[config.mk]
export PLATFORM = sky130hd
export DESIGN_NAME = multicycle_control
export DESIGN_NICKNAME = d
export VERILOG_FILES = /design/src/rtl/multicycle_control_pkg.sv /design/src/rtl/multicycle_control_outputs.sv /design/src/rtl/multicycle_control.sv
export SDC_FILE = /design/constraint.sdc
export NUM_CORES = 1
export LEC_CHECK = 0
export ABC_AREA = 0
export BUFFER_PORTS_ARGS = -buffer_cell sky130_fd_sc_hd__clkbuf_2
export CORE_MARGIN = 2
export CORE_UTILIZATION = 29
export CTS_CLUSTER_DIAMETER = 200
export DETAILED_ROUTE_END_ITERATION = 8
export SYNTH_ARGS = -nofsm -noshare
export SYNTH_HDL_FRONTEND = slang
export SYNTH_SLANG_ARGS = --single-unit
export TNS_END_PERCENT = 30
[constraint.sdc]
create_clock -name clk -period 2.3 [get_ports clk]
set_input_delay 0 -clock clk [delete_from_list [all_inputs] [get_ports clk]]
set_output_delay 0 -clock clk [all_outputs]
set_load 0.005 [all_outputs]
[src/rtl/multicycle_control_pkg.sv]
// multicycle_control_pkg: state encodings, opcodes and ALU select codes shared by the multicycle datapath.
package multicycle_control_pkg;
  localparam logic [3:0] S_FETCH    = 4'b0000;
  localparam logic [3:0] S_DECODE   = 4'b0001;
  localparam logic [3:0] S_MEMADR   = 4'b0010;
  localparam logic [3:0] S_MEMREAD  = 4'b0011;
  localparam logic [3:0] S_MEMWRITE = 4'b0100;
  localparam logic [3:0] S_EXECUTE  = 4'b0101;
  localparam logic [3:0] S_ALUWB    = 4'b0110;
  localparam logic [3:0] S_MEMWB    = 4'b0111;
  localparam logic [3:0] S_BRANCH   = 4'b1000;
  localparam logic [3:0] S_HALT     = 4'b1001;
  localparam logic [6:0] OP_LOAD   = 7'b0000011;
  localparam logic [6:0] OP_STORE  = 7'b0100011;
  localparam logic [6:0] OP_RTYPE  = 7'b0110011;
  localparam logic [6:0] OP_ITYPE  = 7'b0010011;
  localparam logic [6:0] OP_BRANCH = 7'b1100011;
  localparam logic [1:0] ALUOP_ADD   = 2'b00;
  localparam logic [1:0] ALUOP_SUB   = 2'b01;
  localparam logic [1:0] ALUOP_FUNCT = 2'b10;
  localparam logic [1:0] ALUSRCB_REG  = 2'b00;
  localparam logic [1:0] ALUSRCB_FOUR = 2'b01;
  localparam logic [1:0] ALUSRCB_IMM  = 2'b10;
  function automatic logic is_legal(input logic [6:0] op);
    return op inside {OP_LOAD, OP_STORE, OP_RTYPE, OP_ITYPE, OP_BRANCH};
  endfunction
endpackage

[src/rtl/multicycle_control_outputs.sv]
// control_outputs: Moore strobe decode of the registered control state; unreachable codes give all-zero strobes.
module control_outputs
  import multicycle_control_pkg::*;
(
  input  logic [3:0] state_i,
  input  logic       is_imm_i,
  input  logic [2:0] funct3_i,
  input  logic       zero_i,
  input  logic       run_i,
  output logic       pcwrite_o,
  output logic       pcwrite_br_o,
  output logic       irwrite_o,
  output logic       memread_o,
  output logic       memwrite_o,
  output logic       regiwrite_o,
  output logic       memtoreg_o,
  output logic [1:0] alusrcb_o,
  output logic [1:0] aluop_o,
  output logic       halted_o
);
  logic fetch;
  logic branch;
  logic execute;
  assign fetch   = state_i == S_FETCH && run_i;
  assign branch  = state_i == S_BRANCH;
  assign execute = state_i == S_EXECUTE;
  always_comb begin
    pcwrite_o    = fetch;
    irwrite_o    = fetch;
    memread_o    = fetch || state_i == S_MEMREAD;
    memwrite_o   = state_i == S_MEMWRITE;
    regiwrite_o  = state_i == S_ALUWB || state_i == S_MEMWB;
    memtoreg_o   = state_i == S_MEMWB;
    halted_o     = state_i == S_HALT;
    pcwrite_br_o = branch && ((funct3_i == 3'b000 && zero_i) || (funct3_i == 3'b001 && !zero_i));
    alusrcb_o    = fetch ? ALUSRCB_FOUR :
                   (state_i == S_MEMADR || (execute && is_imm_i)) ? ALUSRCB_IMM : ALUSRCB_REG;
    aluop_o      = execute ? ALUOP_FUNCT : branch ? ALUOP_SUB : ALUOP_ADD;
  end
endmodule

[src/rtl/multicycle_control.sv]
// multicycle_control: main control FSM for the multicycle RV32I-subset datapath, with retire counter and illegal-opcode halt.
module multicycle_control
  import multicycle_control_pkg::*;
#(
  parameter int COUNT_W         = 32,
  parameter bit HALT_ON_ILLEGAL = 1'b1
) (
  input  logic               clk,
  input  logic               rst,
  input  logic               run,
  input  logic [6:0]         opcode,
  input  logic [2:0]         funct3,
  input  logic               zero,
  output logic [3:0]         state,
  output logic               pcwrite,
  output logic               pcwrite_br,
  output logic               irwrite,
  output logic               memread,
  output logic               memwrite,
  output logic               regiwrite,
  output logic               memtoreg,
  output logic [1:0]         alusrcb,
  output logic [1:0]         aluop,
  output logic               halted,
  output logic               illegal,
  output logic [COUNT_W-1:0] instr_count
);
  logic [3:0]         state_q, state_d;
  logic               is_imm_q;
  logic               illegal_q;
  logic [COUNT_W-1:0] count_q;
  logic               retire;
  always_ff @(posedge clk) state_q <= rst ? S_FETCH : state_d;
  always_comb begin
    state_d = S_FETCH;
    case (state_q)
      S_FETCH:   state_d = run ? S_DECODE : S_FETCH;
      S_DECODE:  state_d = (opcode == OP_LOAD || opcode == OP_STORE) ? S_MEMADR :
                           (opcode == OP_RTYPE || opcode == OP_ITYPE) ? S_EXECUTE :
                           opcode == OP_BRANCH ? S_BRANCH :
                           HALT_ON_ILLEGAL ? S_HALT : S_FETCH;
      S_MEMADR:  state_d = opcode == OP_LOAD ? S_MEMREAD : S_MEMWRITE;
      S_MEMREAD: state_d = S_MEMWB;
      S_EXECUTE: state_d = S_ALUWB;
      S_HALT:    state_d = S_HALT;
      default:   state_d = S_FETCH;
    endcase
  end
  // these four states are the only final states of a legal instruction
  assign retire = state_q inside {S_MEMWB, S_MEMWRITE, S_ALUWB, S_BRANCH};
  always_ff @(posedge clk) begin
    if (rst) begin
      count_q   <= '0;
      illegal_q <= 1'b0;
      is_imm_q  <= 1'b0;
    end else begin
      if (retire) count_q <= count_q + COUNT_W'(1);
      if (state_q == S_DECODE && (opcode == OP_RTYPE || opcode == OP_ITYPE)) is_imm_q <= opcode == OP_ITYPE;
      if (state_q == S_DECODE && state_d == S_HALT) illegal_q <= 1'b1;
    end
  end
  control_outputs u_outputs (
    .state_i     (state_q),
    .is_imm_i    (is_imm_q),
    .funct3_i    (funct3),
    .zero_i      (zero),
    .run_i       (run),
    .pcwrite_o   (pcwrite),
    .pcwrite_br_o(pcwrite_br),
    .irwrite_o   (irwrite),
    .memread_o   (memread),
    .memwrite_o  (memwrite),
    .regiwrite_o (regiwrite),
    .memtoreg_o  (memtoreg),
    .alusrcb_o   (alusrcb),
    .aluop_o     (aluop),
    .halted_o    (halted)
  );
  assign state       = state_q;
  assign illegal     = illegal_q;
  assign instr_count = count_q;
endmodule

==> results of run 1 <==
-- cells by family after synthesis --
logic type / after synthesis
mux: 11
simple gates: 115
compound gates: 59
fa+ha+maj: 1
flops: 38
xor+xnor: 3
buf+inv: 28
-- sequential cells by signal (all words and copies together) (netlist names) --
register	cells
illegal	1
is_imm_q	1
state	4
instr_count	32
-- path summary, 6_finish.rpt --
kind,startpoint,endpoint,slack (ps)
min reg2reg,instr_count[9],instr_count[9],510
max reg2reg,state[2],instr_count[27],270
max,state[2],instr_count[27],270
min,opcode[4],state[1],50
-- metrics by stage --
| stage | cells | util [%] | cell area, um2 | hold slack, ps | power [mW] |
|---|---|---|---|---|---|
| 3_5_place_dp | 407 | 35.27 | 2517 | 212.3 | 0.8201 |
| 2_1_floorplan | 255 | - | 2106 | 34.20 | 0.7799 |
| 4_1_cts | 415 | 36.76 | 2624 | 39.30 | 1.378 |
| 5_1_grt | 415 | 36.76 | 2624 | 70.32 | 1.417 |
| 6_report | 415 | 36.76 | 2624 | 46.15 | 1.358 |
| 3_3_place_gp | 407 | 35.27 | 2517 | 208.3 | 0.8189 |
-- cell usage after synthesis, types with 2 or more instances --
| cell | number |
|---|---|
| xor2_1 | 2 |
| nand3_1 | 9 |
| nand2_1 | 10 |
| mux2i_1 | 2 |
| nor4_1 | 10 |
| clkbuf_1 | 9 |
| a21oi_1 | 24 |
| nor3b_1 | 2 |
| and3_1 | 4 |
| buf_4 | 4 |
| dfxtp_1 | 38 |
| nor2b_1 | 9 |
| buf_2 | 5 |
| and2_1 | 4 |
| or4_1 | 12 |
| mux2_2 | 9 |
| inv_1 | 8 |
| or3_1 | 8 |
| nor3_1 | 3 |
| nand2b_1 | 3 |
| o21ai_0 | 13 |
| nor2_1 | 21 |
| o22a_1 | 2 |
| o31ai_1 | 12 |
| nand4_1 | 8 |
| nor4b_1 | 2 |
| and4_1 | 4 |
-- final cells by class --
cell class	instances	area, um2
sequential	38	760.7
clock buffer	7	76.32
multi-input combinational	189	1210
clock inverter	1	30.03
inverter	8	30.03
tap	99	123.9
fill	772	4513
timing repair buffer	73	392.9
-- layout by cell type (no fill, tap or decap), types with 3 or more instances in the layout --
cell type	netlist	routed
nand2_1	10	10
clkbuf_2	1	62
buf_4	4	11
nor2b_1	9	9
and3_1	4	4
nand3_1	9	9
nor4_1	10	10
clkbuf_8	0	5
o21ai_0	13	13
and4_1	4	4
nor3_1	3	3
or3_1	8	8
a21oi_1	24	24
and2_1	4	4
mux2_2	9	9
nand2b_1	3	3
inv_1	8	8
o31ai_1	12	12
or4_1	12	12
nor2_1	21	21
nand4_1	8	8
dfxtp_1	38	38
-- worst min-delay path, delay by kind of cell --
family	cells	cell delay [ps]
AOI/OAI and AO/OA	1	70
and+or+nand+nor	1	100
buffers and inverters	1	110
-- report_power, final --
group          leakage, nW  internal, mW  switching [mW]  total, mW
Clock               0.0524         0.325           0.230      0.555
Sequential           0.307         0.666          0.0123      0.678
Combinational        0.671        0.0557          0.0694      0.125
Total                 1.03          1.05           0.312       1.36
-- metal layers --
metal,wire [um],global-route usage [%]
met1,2362,17.18
met2,2548,21.68
met4,57,4.206
met3,284,3.047
met5,0,0
==> results_dict.tcl, run 1 <==
set metrics [dict create \
    status "complete, no violations" \
    synth-async-reset-ratio_pct 0 \
    detail_route.vias_per_cell 5.099 \
    max-clock-path-buffers 2 \
    reg2reg_depth 4 \
    die_area_um2 7959 \
    first_pass_iters 4 \
    worstMarginPinSlew_ps 804.8 \
    synthMuxAreaShare_pct 5.764 \
    cp_max_fo 17 \
    netlist_area_um2 2106 \
    setup_viol 0 \
    antenna_found_initial 0 \
    ioPinCount 63 \
    grt_pass1_wl_um 8473 \
    hp-class "input pin to flip-flop" \
    root_buffer "clkbuf_8" \
    synth.area.top_cells "dfxtp_1, a21oi_1, mux2_2" \
    wl_um 5252 \
    ys_warn_count 0 \
    critPathArrivalTime_ps 2200 \
    syn-mean-instance-area_um2 8.258 \
    synth_edf_count 0 \
    path_cells "and2b_1 -> o2111ai_2 -> nor4_1 -> mux2_2" \
    crit_buf_inv 0 \
    num_rows 31 \
    yosys.area_share.adder_pct 0.5942 \
    synth_nets 270 \
    rsz0062_at_grt "no" \
    cellLeakagePower_nw 1.030 \
    power.density_nw_per_um2 517.7 \
    synthFlopType "dfxtp_1" \
    vias 2116 \
    maxCapViolCount 0 \
    crit_type "flip-flop to flip-flop" \
    route.detailed.drc 0 \
    fmax_ghz 0.4923 \
    core_region_area_um2 7137 \
    slew_headroom_pct 46.35 \
    gp_congestion 0.7914 \
    overflow 0 \
    required_ps 2470 \
    worstSetupStartpointType "flip-flop" \
    start_util_pct 29.51 \
    final_nets 330 \
    grt_max_degree 48 \
    cts_tree "built" \
    dpl_worst_slack_ps 313.9 \
    cts_post_setup_buffers_inserted 0 \
    syn_inst 255 \
    h-tree-depth 2 \
    ant_nets 0 \
    first_iter_violations 138 \
    finalHoldViolations 0 \
    cts.sinks 38 \
    cts_resized 0 \
    area_delta_synth_final_pct 24.60 \
    die_y_um 89.22 \
    worst_hold_path.num_cells 3 \
    synth_top_area_share_pct 36.13 \
    postCtsHoldBufs 0 \
    yosysSeqAreaShare_pct 36.13 \
    synthXorXnorAreaFrac_pct 1.248 \
    portBuffers 62 \
    post-route-period-util_pct 88.31 \
    first_global_vias 1861 \
    synth.distinct_cells 45 \
    crit_path_max_incr_delay_ps 460 \
    die_w_um 89.22 \
    finalSetupTns_ps 0 \
    irDropWorstVdd_v 0.0001868 \
    period_minus_slack_ps 2031 \
    clk_pin_slew_worst_paths_ps 70 \
    cp-end-kind "flip-flop" \
    cts-buffers-inserted 5 \
    hpwl_um 3725 \
    wire_per_inst_um 12.66 \
    yosys.area_share.simple_pct 32.38 \
    ys_ff_latch 38 \
    grt.total_usage_pct 13.21 \
    synth_top_area_cell "dfxtp_1" \
    synth_top_family_by_area "simple AND/OR/NAND/NOR gates" \
    cpMaxStageDelayCell "o2111ai_2" \
    cp.depth 4 \
    crit_family "simple AND/OR/NAND/NOR gates" \
    clk_latency_ps 290 \
    drive_gt1_share_pct 29.11 \
    drv_slew 0 \
    finClkSkew_ps 10.86 \
    finalWorstSetupSlack_ps 268.8 \
    synth_compound_area_share_pct 17.47 \
    num_antenna_cells 0 \
]
(Power assumes the default switching activity.)
==> run 2: changes to the inputs <==
--- a/config.mk
+++ b/config.mk
@@ -15,2 +15,3 @@
 export SYNTH_HDL_FRONTEND = slang
+export SYNTH_HIERARCHICAL = 1
 export SYNTH_SLANG_ARGS = --single-unit
==> constraint.sdc (replaced) <==
create_clock -name clk -period 2.3 [get_ports clk]
set_input_delay 0.115 -clock clk [delete_from_list [all_inputs] [get_ports clk]]
set_output_delay 0.115 -clock clk [all_outputs]
set_load 0.005 [all_outputs]
==> run 2 against run 1 <==
  * Die area increased by 6.2%
  * Via count increased by 8.4%
  * Highest routed layer unchanged
  * Count of clock-buffer cells in the layout unchanged
  * First-iteration DRC count decreased by 20%
  * Largest cell class unchanged
  * Clock skew about the same
  * Sequential share of layout area decreased by 1.6 points
  * Combinational power increased by 21%
  * Non-clock buffer count increased by 1
  * Critical path type unchanged
==> results_dict.tcl, run 2 <==
set metrics [dict create \
    slew_headroom_pct 50.37 \
    crit_type "flip-flop to flip-flop" \
    vias 2293 \
    final_common_cell "clkbuf_2" \
    netlist_area_um2 2243 \
    maxCapViolCount 0 \
    cts_resized 0 \
    core_region_area_um2 7607 \
    antenna_found_initial 0 \
    final_cell_mix "clkbuf_2, dfxtp_1, a21oi_1" \
    crit_family "simple AND/OR/NAND/NOR gates" \
    grt_pass1_wl_um 10050 \
    ioPinCount 63 \
    clk_latency_ps 290 \
    finalHoldViolations 0 \
    postCtsHoldBufs 0 \
    cp-end-kind "flip-flop" \
    pwr-share-comb_pct 10.9 \
    grt.total_usage_pct 14.34 \
    synth_edf_count 0 \
    critPathArrivalTime_ps 2320 \
    wl_met3_um 277 \
    largest_register_ffs 32 \
    dpl_worst_slack_ps 195.1 \
    cts-buffers-inserted 5 \
    wl_met1_um 2643 \
    synth-async-reset-ratio_pct 0 \
    clk_pin_slew_worst_paths_ps 80 \
    cpMaxStageDelayCell "or4_1" \
    setup_viol 0 \
    cts_tree "built" \
    pwr-share-seq_pct 48.6 \
    synth_top_area_share_pct 33.91 \
    post_dp_cell_area_um2 2673 \
    clkPwrFrac_pct 40.5 \
    yosysMostFrequentCell "dfxtp_1" \
    critPathLaunch "instr_count[13]" \
    synth_nets 283 \
    drv_slew 0 \
    start_util_pct 29.49 \
    cts_post_setup_buffers_inserted 0 \
    power_switching_mw 0.3255 \
    route.detailed.drc 0 \
    fmax_ghz 0.4670 \
    root_buffer "clkbuf_8" \
    routed.top_layer "met4" \
    die_area_um2 8456 \
    finClkSkew_ps 10.48 \
    hpwl_um 4166 \
    syn_inst 268 \
    irDropWorstVdd_v 0.0001945 \
    crit_path_max_incr_delay_ps 690 \
    first_pass_iters 4 \
    overflow 0 \
    post-route-period-util_pct 93.10 \
    dr_wl_met2_um 2817 \
    synthTopCellsByCount "dfxtp_1, a21oi_1, or4_1" \
    portBuffers 62 \
    synthFlopType "dfxtp_1" \
    status "complete, no violations" \
    die_y_um 91.96 \
    drive_gt1_share_pct 28.40 \
    yosysSeqAreaShare_pct 33.91 \
    synth.distinct_cells 50 \
    gp_congestion 0.7744 \
    synth.area.top_cells "dfxtp_1, or4_1, o31ai_1" \
    area_delta_synth_final_pct 23.87 \
    finalSetupTns_ps 0 \
    design_area_um2 2779 \
    h-tree-depth 2 \
    rsz0062_at_grt "no" \
    num_antenna_cells 0 \
    period_minus_slack_ps 2141 \
    max-clock-path-buffers 2 \
    first_global_vias 2115 \
    synth_top_area_cell "dfxtp_1" \
    wl_um 5819 \
    first_iter_violations 111 \
    grt_max_degree 37 \
    ys_ff_latch 38 \
    power.density_nw_per_um2 498.3 \
    cp_max_fo 11 \
    ant_nets 0 \
    die_w_um 91.96 \
    intPower_mw 1.059 \
    final_nets 345 \
    worstMarginPinSlew_ps 744.5 \
    ys_warn_count 6 \
    crit_buf_inv 0 \
    path_cells "nand3_1 -> or4_1 -> nor4_1 -> mux2_1" \
    worstSetupStartpointType "flip-flop" \
    finalWorstSetupSlack_ps 158.8 \
    cellLeakagePower_nw 1.004 \
    required_ps 2480 \
    num_rows 32 \
    p_sw_share_pct 23.50 \
    reg2reg_from "instr_count[13]" \
    min_from "opcode[5]" \
    wire_per_inst_um 13.44 \
    cts.sinks 38 \
    hp-class "input pin to flip-flop" \
    detail_route.vias_per_cell 5.296 \
    syn-mean-instance-area_um2 8.371 \
]
-- run 2: cell count changes after synthesis, sizes merged, moves of 4 or more --
cell | previous run | this run
or4 | 12 | 23
or3b | 0 | 4
o21ai | 13 | 4
nor2 | 21 | 15
nor2b | 9 | 5
a21oi | 24 | 28
o31ai | 12 | 20
nor4 | 10 | 6
mux2 | 9 | 4
or4b | 0 | 4
-- run 2: area by class of cell --
class | count | area [um2]
timing repair buffer | 74 | 400.4
clock buffer | 7 | 76.32
multi-input combinational | 205 | 1361
fill | 823 | 4828
sequential | 38 | 760.7
inverter | 6 | 22.52
tap | 102 | 127.6
clock inverter | 1 | 30.03
-- run 2: per-stage QoR --
stage                     power [mW]  util [%]  hold slack (ps)  cells
after floorplan               0.7825         -            210.6    268
after global placement        0.8389     35.13            357.2    425
after detailed placement      0.8402     35.13            356.8    425
after CTS                      1.407     36.53            46.96    433
after global routing           1.455     36.53            56.39    433
final                          1.385     36.53            55.99    433
-- run 2: per-layer routing --
metal | track usage (%) | vias up
met5 | 0 | -
met3 | 3.287 | 7
met2 | 23.71 | 42
li1 | - | 1173
met1 | 18.49 | 1071
met4 | 4.602 | 0
-- run 2: kinds of logic after synthesis --
| kind of cell | after synthesis | share of synthesized area [%] |
|---|---|---|
| XOR/XNOR | 5 | 1.952 |
| adder cells (fa/ha/maj) | 1 | 0.5576 |
| AO/OA/AOI/OAI | 66 | 19.07 |
| flip-flops | 38 | 33.91 |
| multiplexers | 5 | 2.454 |
| AND/OR/NAND/NOR | 128 | 36.42 |
| buffers and inverters | 25 | 5.633 |
-- run 2: final timing paths --
path / end / slack, ps / cells past startpoint
worst min register to register: illegal / 460 / 2
worst max register to register: instr_count[31] / 160 / 4
worst min-delay path: is_imm_q / 60 / 2
worst max-delay path: instr_count[31] / 160 / 4
-- run 2: power groups by stage --
stage | logic, mW | clock network (mW) | registers [mW]
3_3_place_gp | 0.151 | 0 | 0.687
6_report | 0.151 | 0.561 | 0.672
4_1_cts | 0.153 | 0.581 | 0.673
5_1_grt | 0.168 | 0.612 | 0.674
3_5_place_dp | 0.152 | 0 | 0.688
2_1_floorplan | 0.0887 | 0 | 0.694
